[config.mk]
export PLATFORM = sky130hd
export DESIGN_NAME = depth_frame_controller
export DESIGN_NICKNAME = d
export VERILOG_FILES = /design/src/rtl/types_pkg.sv /design/src/rtl/addr_sweep_counter.sv /design/src/rtl/depth_frame_controller.sv
export SDC_FILE = /design/constraint.sdc
export NUM_CORES = 1
export LEC_CHECK = 0
export CELL_PAD_IN_SITES_DETAIL_PLACEMENT = 1
export CELL_PAD_IN_SITES_GLOBAL_PLACEMENT = 1
export CORE_UTILIZATION = 23
export CTS_CLUSTER_SIZE = 30
export DETAILED_ROUTE_END_ITERATION = 8
export PLACE_DENSITY_LB_ADDON = 0.1
export REMOVE_ABC_BUFFERS = 1
export SLEW_MARGIN = 40
export SYNTH_ARGS = -nofsm -noshare
export SYNTH_HDL_FRONTEND = slang
export SYNTH_SLANG_ARGS = --single-unit
[constraint.sdc]
create_clock -name clk -period 2.01 [get_ports clk]
set_input_delay 0.402 -clock clk [delete_from_list [all_inputs] [get_ports clk]]
set_output_delay 0.402 -clock clk [all_outputs]
set_load 0.05 [all_outputs]
[src/rtl/types_pkg.sv]
// Shared types for the depth pipeline.
//   pixel_data_t       : rasterizer pixel payload (depth + packed colour)
//   depth_ctrl_state_t : frame life-cycle state of depth_frame_controller
package types_pkg;

  typedef struct packed {
    logic [15:0] depth;
    logic [23:0] color;
  } pixel_data_t;

  typedef enum logic [1:0] {
    IDLE  = 2'd0,
    CLEAR = 2'd1,
    RUN   = 2'd2,
    DRAIN = 2'd3
  } depth_ctrl_state_t;

endpackage

[src/rtl/addr_sweep_counter.sv]
// Parameterised up-counter used for both the Z clear sweep and the drain wait.
//   clk, rstn : clock, asynchronous active-low reset
//   i_start   : force the count back to 0 (has priority over i_en)
//   i_en      : advance the count by one
//   o_count   : current count (registered)
//   o_tc      : count equals LAST_VALUE
// On reaching LAST_VALUE an enabled count returns to 0 rather than running past
// the last value.
module addr_sweep_counter #(
  parameter int unsigned WIDTH      = 8,
  parameter int unsigned LAST_VALUE = 255
) (
  input  logic             clk,
  input  logic             rstn,
  input  logic             i_start,
  input  logic             i_en,
  output logic [WIDTH-1:0] o_count,
  output logic             o_tc
);

  localparam logic [WIDTH-1:0] LAST = WIDTH'(LAST_VALUE);

  logic [WIDTH-1:0] r_count;

  always_ff @(posedge clk or negedge rstn) begin
    if (!rstn) begin
      r_count <= '0;
    end else if (i_start) begin
      r_count <= '0;
    end else if (i_en) begin
      if (r_count == LAST) r_count <= '0;
      else                 r_count <= r_count + 1'b1;
    end
  end

  assign o_count = r_count;
  assign o_tc    = (r_count == LAST);

endmodule

[src/rtl/depth_frame_controller.sv]
// Per-frame Z-buffer sequencer between the rasterizer and the depth buffer:
// clears every address at frame start, then admits pixel writes, then drains
// the depth-test pipeline before signalling frame done.
//   clk, rstn                     : clock, asynchronous active-low reset
//   frame_start_i / frame_end_i   : single-cycle frame control pulses
//   pix_valid_i/pix_data_i/pix_addr_i, pix_ready_o : rasterizer pixel handshake
//   db_write_*                    : combinational write pass-through to depth buffer
//   db_clear_req_o/db_clear_addr_o: registered clear sweep to depth buffer
//   busy_o, frame_done_o, frame_count_o : status
module depth_frame_controller
  import types_pkg::*;
#(
  parameter int unsigned BUFFER_WIDTH      = 160,
  parameter int unsigned BUFFER_HEIGHT     = 120,
  parameter int unsigned BUFFER_ADDR_WIDTH = $clog2(BUFFER_WIDTH*BUFFER_HEIGHT),
  parameter int unsigned DRAIN_CYCLES      = 3,
  parameter int unsigned FRAME_CNT_WIDTH   = 16
) (
  input  logic                         clk,
  input  logic                         rstn,
  input  logic                         frame_start_i,
  input  logic                         frame_end_i,
  input  logic                         pix_valid_i,
  output logic                         pix_ready_o,
  input  pixel_data_t                  pix_data_i,
  input  logic [BUFFER_ADDR_WIDTH-1:0] pix_addr_i,
  output logic                         db_write_req_o,
  output pixel_data_t                  db_write_pixel_o,
  output logic [BUFFER_ADDR_WIDTH-1:0] db_write_addr_o,
  output logic                         db_clear_req_o,
  output logic [BUFFER_ADDR_WIDTH-1:0] db_clear_addr_o,
  output logic                         busy_o,
  output logic                         frame_done_o,
  output logic [FRAME_CNT_WIDTH-1:0]   frame_count_o
);

  localparam int unsigned NUM_PIX  = BUFFER_WIDTH * BUFFER_HEIGHT;
  localparam int unsigned DRAIN_W  = $clog2(DRAIN_CYCLES + 1);

  depth_ctrl_state_t            r_state;
  logic                         r_pix_ready;
  logic                         r_clear_req;
  logic                         r_busy;
  logic                         r_frame_done;
  logic                         r_pending_start;
  logic [FRAME_CNT_WIDTH-1:0]   r_frame_count;

  logic [BUFFER_ADDR_WIDTH-1:0] w_sweep_count;
  logic                         w_sweep_tc;
  logic [DRAIN_W-1:0]           w_drain_count;
  logic                         w_drain_tc;

  // Counters are held at 0 outside their own state, so entering CLEAR or
  // DRAIN always begins from a zero count without an explicit start pulse.
  addr_sweep_counter #(
    .WIDTH      (BUFFER_ADDR_WIDTH),
    .LAST_VALUE (NUM_PIX - 1)
  ) u_sweep (
    .clk     (clk),
    .rstn    (rstn),
    .i_start (r_state != CLEAR),
    .i_en    (r_state == CLEAR),
    .o_count (w_sweep_count),
    .o_tc    (w_sweep_tc)
  );

  addr_sweep_counter #(
    .WIDTH      (DRAIN_W),
    .LAST_VALUE (DRAIN_CYCLES - 1)
  ) u_drain (
    .clk     (clk),
    .rstn    (rstn),
    .i_start (r_state != DRAIN),
    .i_en    (r_state == DRAIN),
    .o_count (w_drain_count),
    .o_tc    (w_drain_tc)
  );

  always_ff @(posedge clk or negedge rstn) begin
    if (!rstn) begin
      r_state         <= IDLE;
      r_pix_ready     <= 1'b0;
      r_clear_req     <= 1'b0;
      r_busy          <= 1'b0;
      r_frame_done    <= 1'b0;
      r_pending_start <= 1'b0;
      r_frame_count   <= '0;
    end else begin
      r_frame_done <= 1'b0;
      case (r_state)
        IDLE: begin
          if (frame_start_i) begin
            r_state     <= CLEAR;
            r_clear_req <= 1'b1;
            r_busy      <= 1'b1;
          end
        end
        CLEAR: begin
          if (w_sweep_tc) begin
            r_state     <= RUN;
            r_clear_req <= 1'b0;
            r_pix_ready <= 1'b1;
          end
        end
        RUN: begin
          if (frame_start_i || frame_end_i) begin
            r_state         <= DRAIN;
            r_pix_ready     <= 1'b0;
            r_pending_start <= frame_start_i;
          end
        end
        DRAIN: begin
          if (frame_start_i) r_pending_start <= 1'b1;
          if (w_drain_tc) begin
            r_frame_done  <= 1'b1;
            r_frame_count <= r_frame_count + 1'b1;
            // A start arriving on the final drain cycle is honoured directly.
            if (r_pending_start || frame_start_i) begin
              r_state         <= CLEAR;
              r_clear_req     <= 1'b1;
              r_pending_start <= 1'b0;
            end else begin
              r_state <= IDLE;
              r_busy  <= 1'b0;
            end
          end
        end
        default: begin
          r_state     <= IDLE;
          r_pix_ready <= 1'b0;
          r_clear_req <= 1'b0;
          r_busy      <= 1'b0;
        end
      endcase
    end
  end

  assign pix_ready_o      = r_pix_ready;
  assign db_clear_req_o   = r_clear_req;
  assign db_clear_addr_o  = w_sweep_count;
  assign busy_o           = r_busy;
  assign frame_done_o     = r_frame_done;
  assign frame_count_o    = r_frame_count;

  assign db_write_req_o   = pix_valid_i & r_pix_ready;
  assign db_write_pixel_o = pix_data_i;
  assign db_write_addr_o  = pix_addr_i;

endmodule

**Word level (Yosys, flattened, before mapping)**

Index checks and enable logic that the tools add are counted.

- Bitwise operators: 1
- $add $sub $neg: 3
- Multiplexer cells: 30
- Magnitude comparators: 0
- Reduce and logical (&&, ||, !) cells: 15
- Divide/modulo/power cells: 0
- Equal/unequal tests: 13
- Shifts and indexed selects: 0
- Multipliers: 0

Operators with widths:

| kind | number |
|---|---|
| 15-bit 2-to-1 mux | 3 |
| 16-bit by 1-bit adder with 16-bit output, second input constant | 1 |
| 15-bit by 1-bit adder with 15-bit output, second input constant | 1 |
| 15-bit == test, second input constant | 1 |
| 1-bit 2-to-1 mux | 15 |
| 2-bit 2-to-1 mux | 7 |
| 2-bit != test, second input constant | 7 |
| 2-bit nonzero test | 5 |
| 2-bit case mux with 4 select lines | 1 |
| 4-bit AND reduction | 2 |
| 2-bit == test, second input constant | 3 |
| 1-bit case mux with 2 select lines | 3 |
| 5-bit AND reduction | 1 |
| 2-bit AND reduction | 2 |
| 1-bit case mux with 3 select lines | 1 |
| 3-bit AND reduction | 1 |
| 3-bit nonzero test | 1 |
| 2-bit by 1-bit adder with 2-bit output, second input constant | 1 |
| 2-bit by 1-bit == test with 1-bit output, second input constant | 1 |
| 2-bit zero test | 1 |
| 1-bit logical OR | 2 |
| 2-bit by 1-bit != test with 1-bit output, second input constant | 1 |
| 1-bit AND | 1 |

- Memory bits (read-only): 0
- Register bits: 40
- Output and inout bits: 91
- Bits in latches: 0
- Input port bits: 60
- Bits in writable memories: 0
- Memories: 0

**Depth between registers and ports, before layout**

Gate-level depths: netlist (run 1).

- Depth after elaboration: 4
- Mapped depth: 6
- Mapped depth without buffers: 6

**By module**

A second synthesis (run 1) with hierarchy kept.

- Cells, all modules: 255
- Area total of the unflattened synthesis: 2,503.7 µm²

Modules (own cells, without submodules):

| module | cells an instance | instances | area each (µm²) |
|---|---|---|---|
| depth_frame_controller | 160 | 1 | 1,566.5 |
| addr_sweep_counter at u_sweep | 86 | 1 | 842.1 |
| addr_sweep_counter at u_drain | 9 | 1 | 95.1 |

**Least setup slack after synthesis (run 1)**

OpenSTA, ideal clock, no wires.

- Path kind: register to register
- From: register u_sweep.r_count[0], in the netlist u_sweep.o_count[0]
- To: register r_state[0]
- Stages on the path, launching flop included: 6
- Buffers on the path: 0
- Setup time: 0.129 ns
- Period minus slack after synthesis: 2.391 ns
- Arrival: 2.261 ns
- Path slack: -0.381 ns
- Path through: dfrtp_1 -> ha_1 -> nand4_1 -> o41ai_4 -> nand3_2 -> o41a_1

- Word-level cells in the longest chain between the ends: 3

RTL lines:

| item | line | RTL |
|---|---|---|
| from (decl) | addr_sweep_counter.sv:23 | `logic [WIDTH-1:0] r_count;` |
| from (signal assigned) | addr_sweep_counter.sv:32 | `else r_count <= r_count + 1'b1;` |
| 15-bit == test | addr_sweep_counter.sv:37 | `assign o_tc = (r_count == LAST);` |
| 2-bit != test (no line) | n/a |  |
| 4-bit AND reduction (no line) | n/a |  |
| to (signal assigned) | depth_frame_controller.sv:81 | `r_state <= IDLE;` |
| to (signal assigned) | depth_frame_controller.sv:93 | `r_state <= CLEAR;` |
| to (signal assigned) | depth_frame_controller.sv:100 | `r_state <= RUN;` |
| to (decl) | depth_frame_controller.sv:40 | `depth_ctrl_state_t r_state;` |

No other way between the ends.
A chain may end at the register's enable or synchronous reset.

**Final worst setup path (run 1)**

- From: register r_frame_count[4], in the netlist frame_count_o[4]
- To: output port frame_count_o[4]

RTL lines:

| item | line | RTL |
|---|---|---|
| from (decl) | depth_frame_controller.sv:46 | `logic [FRAME_CNT_WIDTH-1:0] r_frame_count;` |
| from (signal assigned) | depth_frame_controller.sv:116 | `r_frame_count <= r_frame_count + 1'b1;` |
| to (decl) | depth_frame_controller.sv:34 | `output logic [FRAME_CNT_WIDTH-1:0] frame_count_o` |

No word-level cell between the ends.

==> results of run 1 <==
==> cell families (layout without fill, tap and decap cells) <==
group	count (synthesis)	after routing	share of synthesized area
fa+ha+maj	6	6	0.0319
simple gates	78	78	0.175
xor+xnor	26	26	0.0967
compound gates	18	18	0.0590
buf+inv	67	73	0.194
mux	4	4	0.0181
flops	40	40	0.425
==> final cells by class <==
| class | count | area (um^2) | area share |
|---|---|---|---|
| well taps | 133 | 166 | 0.0612 |
| flip-flops and latches | 40 | 1000 | 0.368 |
| multi-input cells | 132 | 896 | 0.329 |
| inverters | 10 | 37.5 | 0.0138 |
| clock inverters | 1 | 30.0 | 0.0110 |
| clock buffers | 7 | 96.3 | 0.0354 |
| repair buffers | 55 | 492 | 0.181 |
==> power by group through the flow <==
stage                     Clock (W)  Sequential (W)  Combinational [W]
after floorplan                   0         0.00118           0.000472
after global placement            0         0.00103            0.00102
after detailed placement          0         0.00102            0.00102
after CTS                  0.000766         0.00101            0.00102
after global routing       0.000794         0.00102            0.00111
final                      0.000741         0.00100            0.00101
==> sequential cells by signal (all words and copies together) (netlist names) <==
register	flops
busy_o	1
db_clear_req_o	1
frame_count_o	16
frame_done_o	1
pix_ready_o	1
r_pending_start	1
r_state	2
u_drain.o_count	2
u_sweep.o_count	15
==> cell usage in the layout, fill, tap and decap left out, types with 2 or more instances in the layout <==
master / instances
and3_1: 2
xor2_1: 7
nand3_1: 10
a21oi_1: 5
clkdlybuf4s50_1: 16
o21ai_0: 6
inv_1: 10
dfrtp_1: 40
dlymetal6s2s_1: 5
or3_1: 2
clkbuf_8: 7
nor4_1: 8
nor2b_1: 2
nand4_1: 6
nand4b_1: 2
mux2i_1: 2
ha_1: 6
mux2_2: 2
nand3b_1: 2
xnor2_1: 19
buf_4: 31
nor3_1: 5
nor2_1: 19
nand2_1: 13
==> stage by stage <==
step,utilization,std cells,instance area (um^2)
after floorplan,-,182,1930
after global placement,0.261,370,2580
after detailed placement,0.261,370,2580
after CTS,0.274,378,2700
after global routing,0.276,378,2720
final,0.276,378,2720
==> final timing paths <==
check                      slack, ns                  end           startpoint
hold reg to reg                 0.48    frame_count_o[15]    frame_count_o[15]
hold / removal                  0.17  u_sweep.o_count[12]                 rstn
setup / recovery                0.07     frame_count_o[4]     frame_count_o[4]
min in group clk                0.48    frame_count_o[15]    frame_count_o[15]
setup reg to reg                0.15           r_state[0]  u_sweep.o_count[10]
max in group asynchronous       1.45    frame_count_o[12]                 rstn
==> layer usage <==
layer  track usage  vias to the layer above
li1              -                      758
met3         0.150                       11
met2         0.209                      121
met5        0.0817                        -
met4        0.0412                        0
met1         0.220                      869
==> timing repair <==
item,in CTS,in global routing
setup endpoints to repair,0,6
resized for setup,0,6
endpoints found under the hold margin,0,0
==> run metrics, run 1 <==
status completed; Pint 0.00175 W; first-pass GRT wire length around 13 mm; crit path kind flop to output pin; Final Max Tran Viols 0; most area-consuming cells after synthesis dfrtp_1 43%, buf_4 18%, xnor2_1 7.1%; Vias/cell around 4.7; post-synth top area share 0.425; highest routed layer met4; Slowest-stage cell, CP clkdlybuf4s50_1; Net Sw Frac 0.364; post-DP HPWL 6.55 mm; overall power 0.00275 W; Crit path max-delay family buffers and inverters; Worst Path Required 1.61 ns; synth unique cells 36; final hold vios 0; IO Count about 150; worst min-delay path category input pin to asynchronous set/reset pin; clk buf depth 2; worst clock skew ~0.014 ns; post-route minimum period 1.94 ns; top_reg_cell synth dfrtp_1; DRC 0; Clock Power Share 0.269; synth cell count leaders 55 x buf_4, 40 x dfrtp_1, 19 x nor2_1, 19 x xnor2_1, 13 x nand2_1; crit-path cells clkdlybuf4s50_1; Crit path depth 1; # port buffers 40; Clock Sink Count 40; hold_buf cts 0; Fillers 1104; worst-path maximum fanout 4; worst hold slack around 0.17 ns; combinational fraction of design power 0.366; RSZ-0062 raised after global routing no; All-Layer GR Usage 0.174; initial antenna violation count 0; Mapped Cells 239; met2 wire length 3.20 mm; H-tree depth 2; Worst R2R Path Depth 4; total routed wirelength 8.76 mm; die area roughly 11000 um^2; crit path launch type flop; DP Worst Slack 0.0719 ns; vias in the first global route 1795; Post-synth EDFFs 0; Setup Viol. Count Final 0; die height ~100 um; Core Region 9860 um^2; antenna-violating nets left 0; fin crit share 0.966; yosys warns 0; Initial Util 0.239; CTS tree yes; Yosys reg bits 40; Via Count 1759; met1 wire length between 3 and 4 mm; pwr dens around 1000 nW/um^2; Slew @ Worst Pin 0.553 ns; cell area after synthesis 2350 um^2; Flop pwr share 0.365; setup TNS 0 ns; P&R area growth vs syn 15.5%; ys async rst share 1.00; register area share after synthesis 0.425; most instantiated library cell after synthesis buf_4; max-cap viol count 0; routed wire length per instance 23.2 um; final net count 310; drt initial violations 45; GR Overflow Total 0; crit path DAT 1.54 ns; antenna fix cells 0; clock slew at reported path FFs around 0.080 ns; first-pass detailed-route iteration total 6; average size of a mapped cell 9.85 um^2; Die W about 100 um; RePlAce Congestion 0.719; switching power 0.00100 W; Peak VDD IR 0.000327 V; Crit. End Element output pin; CP max stage delay 0.83 ns; Slew headroom 0.631; share of post-route cells with drive strength above 1 0.196; root buf cell clkbuf_8; Clk Latency, worst-skew pair 0.30 ns; CTS Buf Count 5; Synth area leader dfrtp_1; post-route setup slack 0.0688 ns; Leak 1.26 nW; WP buf/inv 1; row count 36; Post-CTS Setup Repair Bufs 0; met3 WL 1.54 mm; top achievable clock speed a little over 500 MHz; pin count of the biggest net entering global routing around 40
No activity file was read; power rests on OpenSTA's default activity.
==> run 2: changes to the inputs <==
--- a/config.mk
+++ b/config.mk
@@ -5,9 +5,10 @@
 export SDC_FILE = /design/constraint.sdc
 export NUM_CORES = 1
 export LEC_CHECK = 0
-export CELL_PAD_IN_SITES_DETAIL_PLACEMENT = 1
+export ABC_AREA = 1
+export CELL_PAD_IN_SITES_DETAIL_PLACEMENT = 0
 export CELL_PAD_IN_SITES_GLOBAL_PLACEMENT = 1
-export CORE_UTILIZATION = 23
+export CORE_UTILIZATION = 24
 export CTS_CLUSTER_SIZE = 30
 export DETAILED_ROUTE_END_ITERATION = 8
 export PLACE_DENSITY_LB_ADDON = 0.1
==> run 2 against run 1 <==
  * Clock power shrank 6.6%
  * Via count grew 22%
  * Power shrank 7.7%
  * Core utilization shrank 0.29 points
  * Count of clock-buffer cells in the layout shrank 2
  * Largest cell class is now multi-input combinational cells
==> run metrics, run 2 <==
vias in the first global route 2178; initial antenna violation count 0; clk buf depth 2; Peak VDD IR around 0.00036 V; Crit path max-delay family buffers and inverters; synth unique cells 26; RePlAce Congestion 0.710; max reg flops 16; GR Overflow Total 0; top achievable clock speed 515 MHz; final net count 415; first-pass detailed-route iteration total 6; WP buf/inv 1; Worst R2R Path Depth 8; Synth area leader dfrtp_1; r2r setup slk 0.43 ns; crit path launch type flop; Setup Viol. Count Final 0; Flop pwr share 0.387; DP Worst Slack 0.355 ns; routed wire length per instance around 19 um; CP max stage delay around 0.82 ns; Clock Power Share 0.273; register area share after synthesis 0.375; Post-synth EDFFs 0; Crit path depth 1; RSZ-0062 raised after global routing no; Final Max Tran Viols 0; crit-path cells clkdlybuf4s50_1; most area-consuming cells after synthesis dfrtp_1 37%, buf_4 15%, nand2_1 13%; clock slew at reported path FFs about 0.090 ns; IO Count 151; drt initial violations around 80; combinational fraction of design power 0.340; total routed wirelength 9.40 mm; root buf cell clkbuf_8; pin count of the biggest net entering global routing 41; first-pass GRT wire length 14.1 mm; row count 38; Crit. End Element output pin; crit path kind flop to output pin; max-cap viol count 0; synth cell count leaders 89 x nand2_1, 55 x buf_4, 41 x nor2_1; CTS tree yes; Multi-input gate area 1100 um^2; worst r2r src r_state[0]; post-DP HPWL 7.16 mm; area post-placement around 2800 um^2; post-synth top area share 0.375; most instantiated library cell after synthesis nand2_1; pwr dens 858 nW/um^2; yosys warns 0; ys async rst share 1.00; All-Layer GR Usage 0.172; Worst Path Required ~1.6 ns; Pint 0.00154 W; Yosys reg bits 40; DRC 0; Slew headroom 0.612; Sequential Area 1000 um^2; Clock Sink Count 40; H-tree depth 2; Fillers 1201; worst clock skew between 0.01 and 0.015 ns; Leak between 1 and 1.5 nW; setup TNS 0 ns; worst r2r dst frame_count_o[8]; cell area after synthesis around 2700 um^2; die area 11600 um^2; Mapped Cells roughly 350; antenna fix cells 0; Slowest-stage cell, CP clkdlybuf4s50_1; Net Sw Frac 0.393; crit path DAT 1.54 ns; most common cell after layout, fill and taps aside nand2_1; Die W 108 um; die height 108 um; worst min-delay path category input pin to asynchronous set/reset pin; worst-path maximum fanout 4; Via Count 2138; final hold vios 0; status completed; P&R area growth vs syn 10.6%; switching power roughly 0.001 W; average size of a mapped cell around 7.5 um^2; post-route design area 2960 um^2; share of post-route cells with drive strength above 1 0.149; Initial Util 0.247; Slew @ Worst Pin 0.582 ns; Clk Latency, worst-skew pair 0.30 ns; CTS Buf Count 5; # port buffers 40; commonest cells after routing, fill and taps aside 89 x nand2_1, 41 x nor2_1, 40 x dfrtp_1, 33 x inv_1, 20 x buf_4; post-route minimum period 1.94 ns; Vias/cell 4.36; post-route setup slack 0.0681 ns; Core Region between 10000 and 15000 um^2; antenna-violating nets left 0; top_reg_cell synth dfrtp_1; fin crit share 0.966
run 2: cell count changes in the layout (fill, tap and decap cells not counted), sizes merged, moves of 3 or more:
cell,before,now
clkinv,0,3
dlymetal6s2s,5,8
nand2,13,96
buf,34,22
inv,10,38
o21ai,6,15
nand3,11,20
nor4,8,0
xnor2,19,6
nor2,19,48
run 2: power groups by stage:
stage               logic, W  registers [W]  clock network (W)
global placement    0.000884       0.000998                  0
CTS                 0.000879       0.000979           0.000738
floorplan           0.000446        0.00112                  0
global route        0.000968       0.000996           0.000768
finish              0.000863       0.000981           0.000692
detailed placement  0.000876       0.000996                  0
run 2: kinds of logic after synthesis:
family                     Yosys count  synth area share
AOI/OAI and AO/OA                   20            0.0384
xor gates and xnor gates            12            0.0393
adders and majority gates            6            0.0281
buffers and inverters               96             0.213
DFF                                 40             0.375
and+or+nand+nor                    180             0.307
run 2: how the worst max path moves through the flow:
stage,start,endpoint
2_1_floorplan,u_sweep.o_count[0],pix_ready_o
3_3_place_gp,frame_start_i,r_pending_start
3_5_place_dp,u_sweep.o_count[13],db_clear_addr_o[13]
4_1_cts,u_sweep.o_count[13],db_clear_addr_o[13]
5_1_grt,u_sweep.o_count[6],db_clear_addr_o[6]
6_report,u_sweep.o_count[6],db_clear_addr_o[6]
run 2: per-stage QoR:
| step | total power, W | hold slack [ns] | util | std cells |
|---|---|---|---|---|
| after global placement | 0.00188 | 0.420 | 0.261 | 482 |
| after global routing | 0.00273 | 0.215 | 0.273 | 490 |
| after detailed placement | 0.00187 | 0.422 | 0.261 | 482 |
| final | 0.00254 | 0.177 | 0.273 | 490 |
| after CTS | 0.00260 | 0.202 | 0.271 | 490 |
| after floorplan | 0.00157 | 0.106 | - | 298 |
run 2: area by class of cell:
class,count,area share
Sequential cell,40,0.339
Timing Repair Buffer,44,0.140
Clock buffer,5,0.0233
Inverter,40,0.0508
Tap cell,140,0.0592
Multi-Input combinational cell,218,0.373
Clock inverter,3,0.0144
run 2: layer usage:
metal / GRT usage / routed length [um] / up-vias
li1: - / - / 1033
met1: 0.227 / 4290 / 976
met2: 0.205 / 3440 / 117
met3: 0.137 / 1530 / 8
met4: 0.0313 / 57 / 4
met5: 0.0714 / 84 / -
run 2: repair_timing:
action                                  CTS  global route
hold buffers                              0             0
resized for setup                         0             8
buffers inserted                          0             0
endpoints found under the setup margin    0             8
hold endpoints to repair                  0             0
run 2: worst reg2reg max path, stage by stage, from the launching register on:
cell and delay (ns):
dfrtp_1 0.44, ha_1 0.36, nand3_4 0.20, inv_2 0.10
nand2_2 0.09, nor2_4 0.12, nand3_1 0.07, nand2_1 0.07
nand2_1 0.05
==> run 3: changes to the inputs <==
--- a/config.mk
+++ b/config.mk
@@ -5,10 +5,11 @@
 export SDC_FILE = /design/constraint.sdc
 export NUM_CORES = 1
 export LEC_CHECK = 0
-export ABC_AREA = 1
+export CAP_MARGIN = 10
 export CELL_PAD_IN_SITES_DETAIL_PLACEMENT = 0
 export CELL_PAD_IN_SITES_GLOBAL_PLACEMENT = 1
-export CORE_UTILIZATION = 24
+export CORE_MARGIN = 1
+export CORE_UTILIZATION = 23
 export CTS_CLUSTER_SIZE = 30
 export DETAILED_ROUTE_END_ITERATION = 8
 export PLACE_DENSITY_LB_ADDON = 0.1
==> run 3 against run 2 <==
  * Clock power shrank 24%
  * Sequential share of layout area grew 3.7 points
  * Sequential cell count is the same
  * Global-route usage shrank 0.45 points
  * Critical endpoint is now db_clear_addr_o[13]
==> run metrics, run 3 (synthesis gave the netlist of run 1 again) <==
Clk Latency, worst-skew pair 0.29 ns; Sequential Area between 1000 and 1500 um^2; antenna-violating nets left 0; Crit. End Element output pin; P&R area growth vs syn 13.1%; worst clock skew 0.00621 ns; Core Region between 9000 and 10000 um^2; routed wire length per instance 22.6 um; Multi-input gate area 896 um^2; commonest cells after routing, fill and taps aside 40 x dfrtp_1, 31 x buf_4, 19 x xnor2_1, 19 x nor2_1, 19 x clkdlybuf4s50_1; post-route setup slack 0.0476 ns; Vias/cell 4.56; max reg flops 16; worst-path maximum fanout 3; Post-CTS Resized 0; worst min-delay path category input pin to asynchronous set/reset pin; Final Max Tran Viols 0; Initial Util 0.239; antenna fix cells 0; clock slew at reported path FFs 0.08 ns; drt initial violations 58; H-tree depth 2; Die W 103 um; crit path DAT 1.56 ns; All-Layer GR Usage 0.167; IO Count between 150 and 200; hold_buf cts 0; first-pass GRT wire length 12.1 mm; Leak 1.18 nW; total routed wirelength 8.53 mm; status completed; Fillers 1067; first-pass detailed-route iteration total 4; r2r setup slk 0.11 ns; Worst Path Required 1.61 ns; RSZ-0062 raised after global routing no; # port buffers 40; crit path launch type flop; DRC 0; worst r2r dst r_state[0]; Peak VDD IR 0.000340 V; crit path kind flop to output pin; row count 36; CTS Buf Count 5; max-cap viol count 0; pwr dens 948 nW/um^2; die height roughly 100 um; final hold vios 0; worst r2r src u_sweep.o_count[10]; Slew headroom 0.635; Post-CTS Setup Repair Bufs 0; initial antenna violation count 0; overall power 0.00252 W; Worst R2R Path Depth 4; post-DP HPWL 6.32 mm; Clock Sink Count 40; final net count 310; top achievable clock speed 510 MHz; clk buf depth 2; CTS tree yes; most common cell after layout, fill and taps aside dfrtp_1; Slew @ Worst Pin around 0.55 ns; vias in the first global route 1737; post-route minimum period 1.96 ns; root buf cell clkbuf_8; Setup Viol. Count Final 0; worst hold slack roughly 0.16 ns; pin count of the biggest net entering global routing 41; share of post-route cells with drive strength above 1 0.189; RePlAce Congestion 0.719; fin crit share 0.976; GR Overflow Total 0; Via Count 1720; DP Worst Slack 0.0820 ns; die area between 10000 and 15000 um^2
run 3: cell count changes in the layout (fill, tap and decap cells not counted), moves of 6 or more:
cell	previous run	this run
buf_4	20	31
nand2_1	89	13
nor4_1	0	8
nor2_1	41	19
nand3_1	18	10
dlymetal6s2s_1	8	2
xnor2_1	6	19
o21ai_1	8	0
inv_1	33	10
run 3: cell type report:
cell class              count  area share
clock buffers               6      0.0273
well taps                 133      0.0625
flip-flops and latches     40       0.376
multi-input cells         132       0.336
clock inverters             1     0.00188
inverters                  10      0.0141
repair buffers             55       0.182
run 3: worst max-delay path, stage by stage, from the launching register on:
cell             delay, ns
dfrtp_1               0.35
buf_4                 0.12
clkdlybuf4s50_1       0.80
run 3: where the power goes:
group | internal, W | leakage [nW] | total [W] | switching, W
logic | 0.000407 | 0.602 | 0.000999 | 0.000592
clock network | 0.000237 | 0.0410 | 0.000524 | 0.000287
registers | 0.000902 | 0.538 | 0.00100 | 0.0000996
total | 0.00155 | 1.18 | 0.00252 | 0.000979
run 3: metal layers:
layer | vias up | wire (um) | GRT usage
met5 | - | 73 | 0.0913
met1 | 817 | 3800 | 0.210
met4 | 4 | 100 | 0.0444
met2 | 119 | 3080 | 0.194
met3 | 16 | 1480 | 0.150
li1 | 764 | - | -
run 3: worst max-delay path by stage:
stage	start	end	slack (ns)	cells past startpoint
after global routing	frame_count_o[11]	frame_count_o[11]	0.004	1
final	u_sweep.o_count[13]	db_clear_addr_o[13]	0.05	2
after floorplan	u_sweep.o_count[0]	r_state[0]	-0.61	5
after global placement	u_sweep.o_count[10]	r_state[0]	0.11	5
after CTS	frame_count_o[3]	frame_count_o[3]	0.01	1
after detailed placement	u_sweep.o_count[10]	r_state[0]	0.08	5
run 3: metrics by stage:
step / TNS, ns / std cells / utilization / cell area (um^2)
floorplan: -4.21 / 182 / - / 1930
global placement: 0 / 370 / 0.261 / 2580
detailed placement: 0 / 370 / 0.261 / 2580
CTS: 0 / 377 / 0.269 / 2650
global route: 0 / 377 / 0.270 / 2660
finish: 0 / 377 / 0.270 / 2660
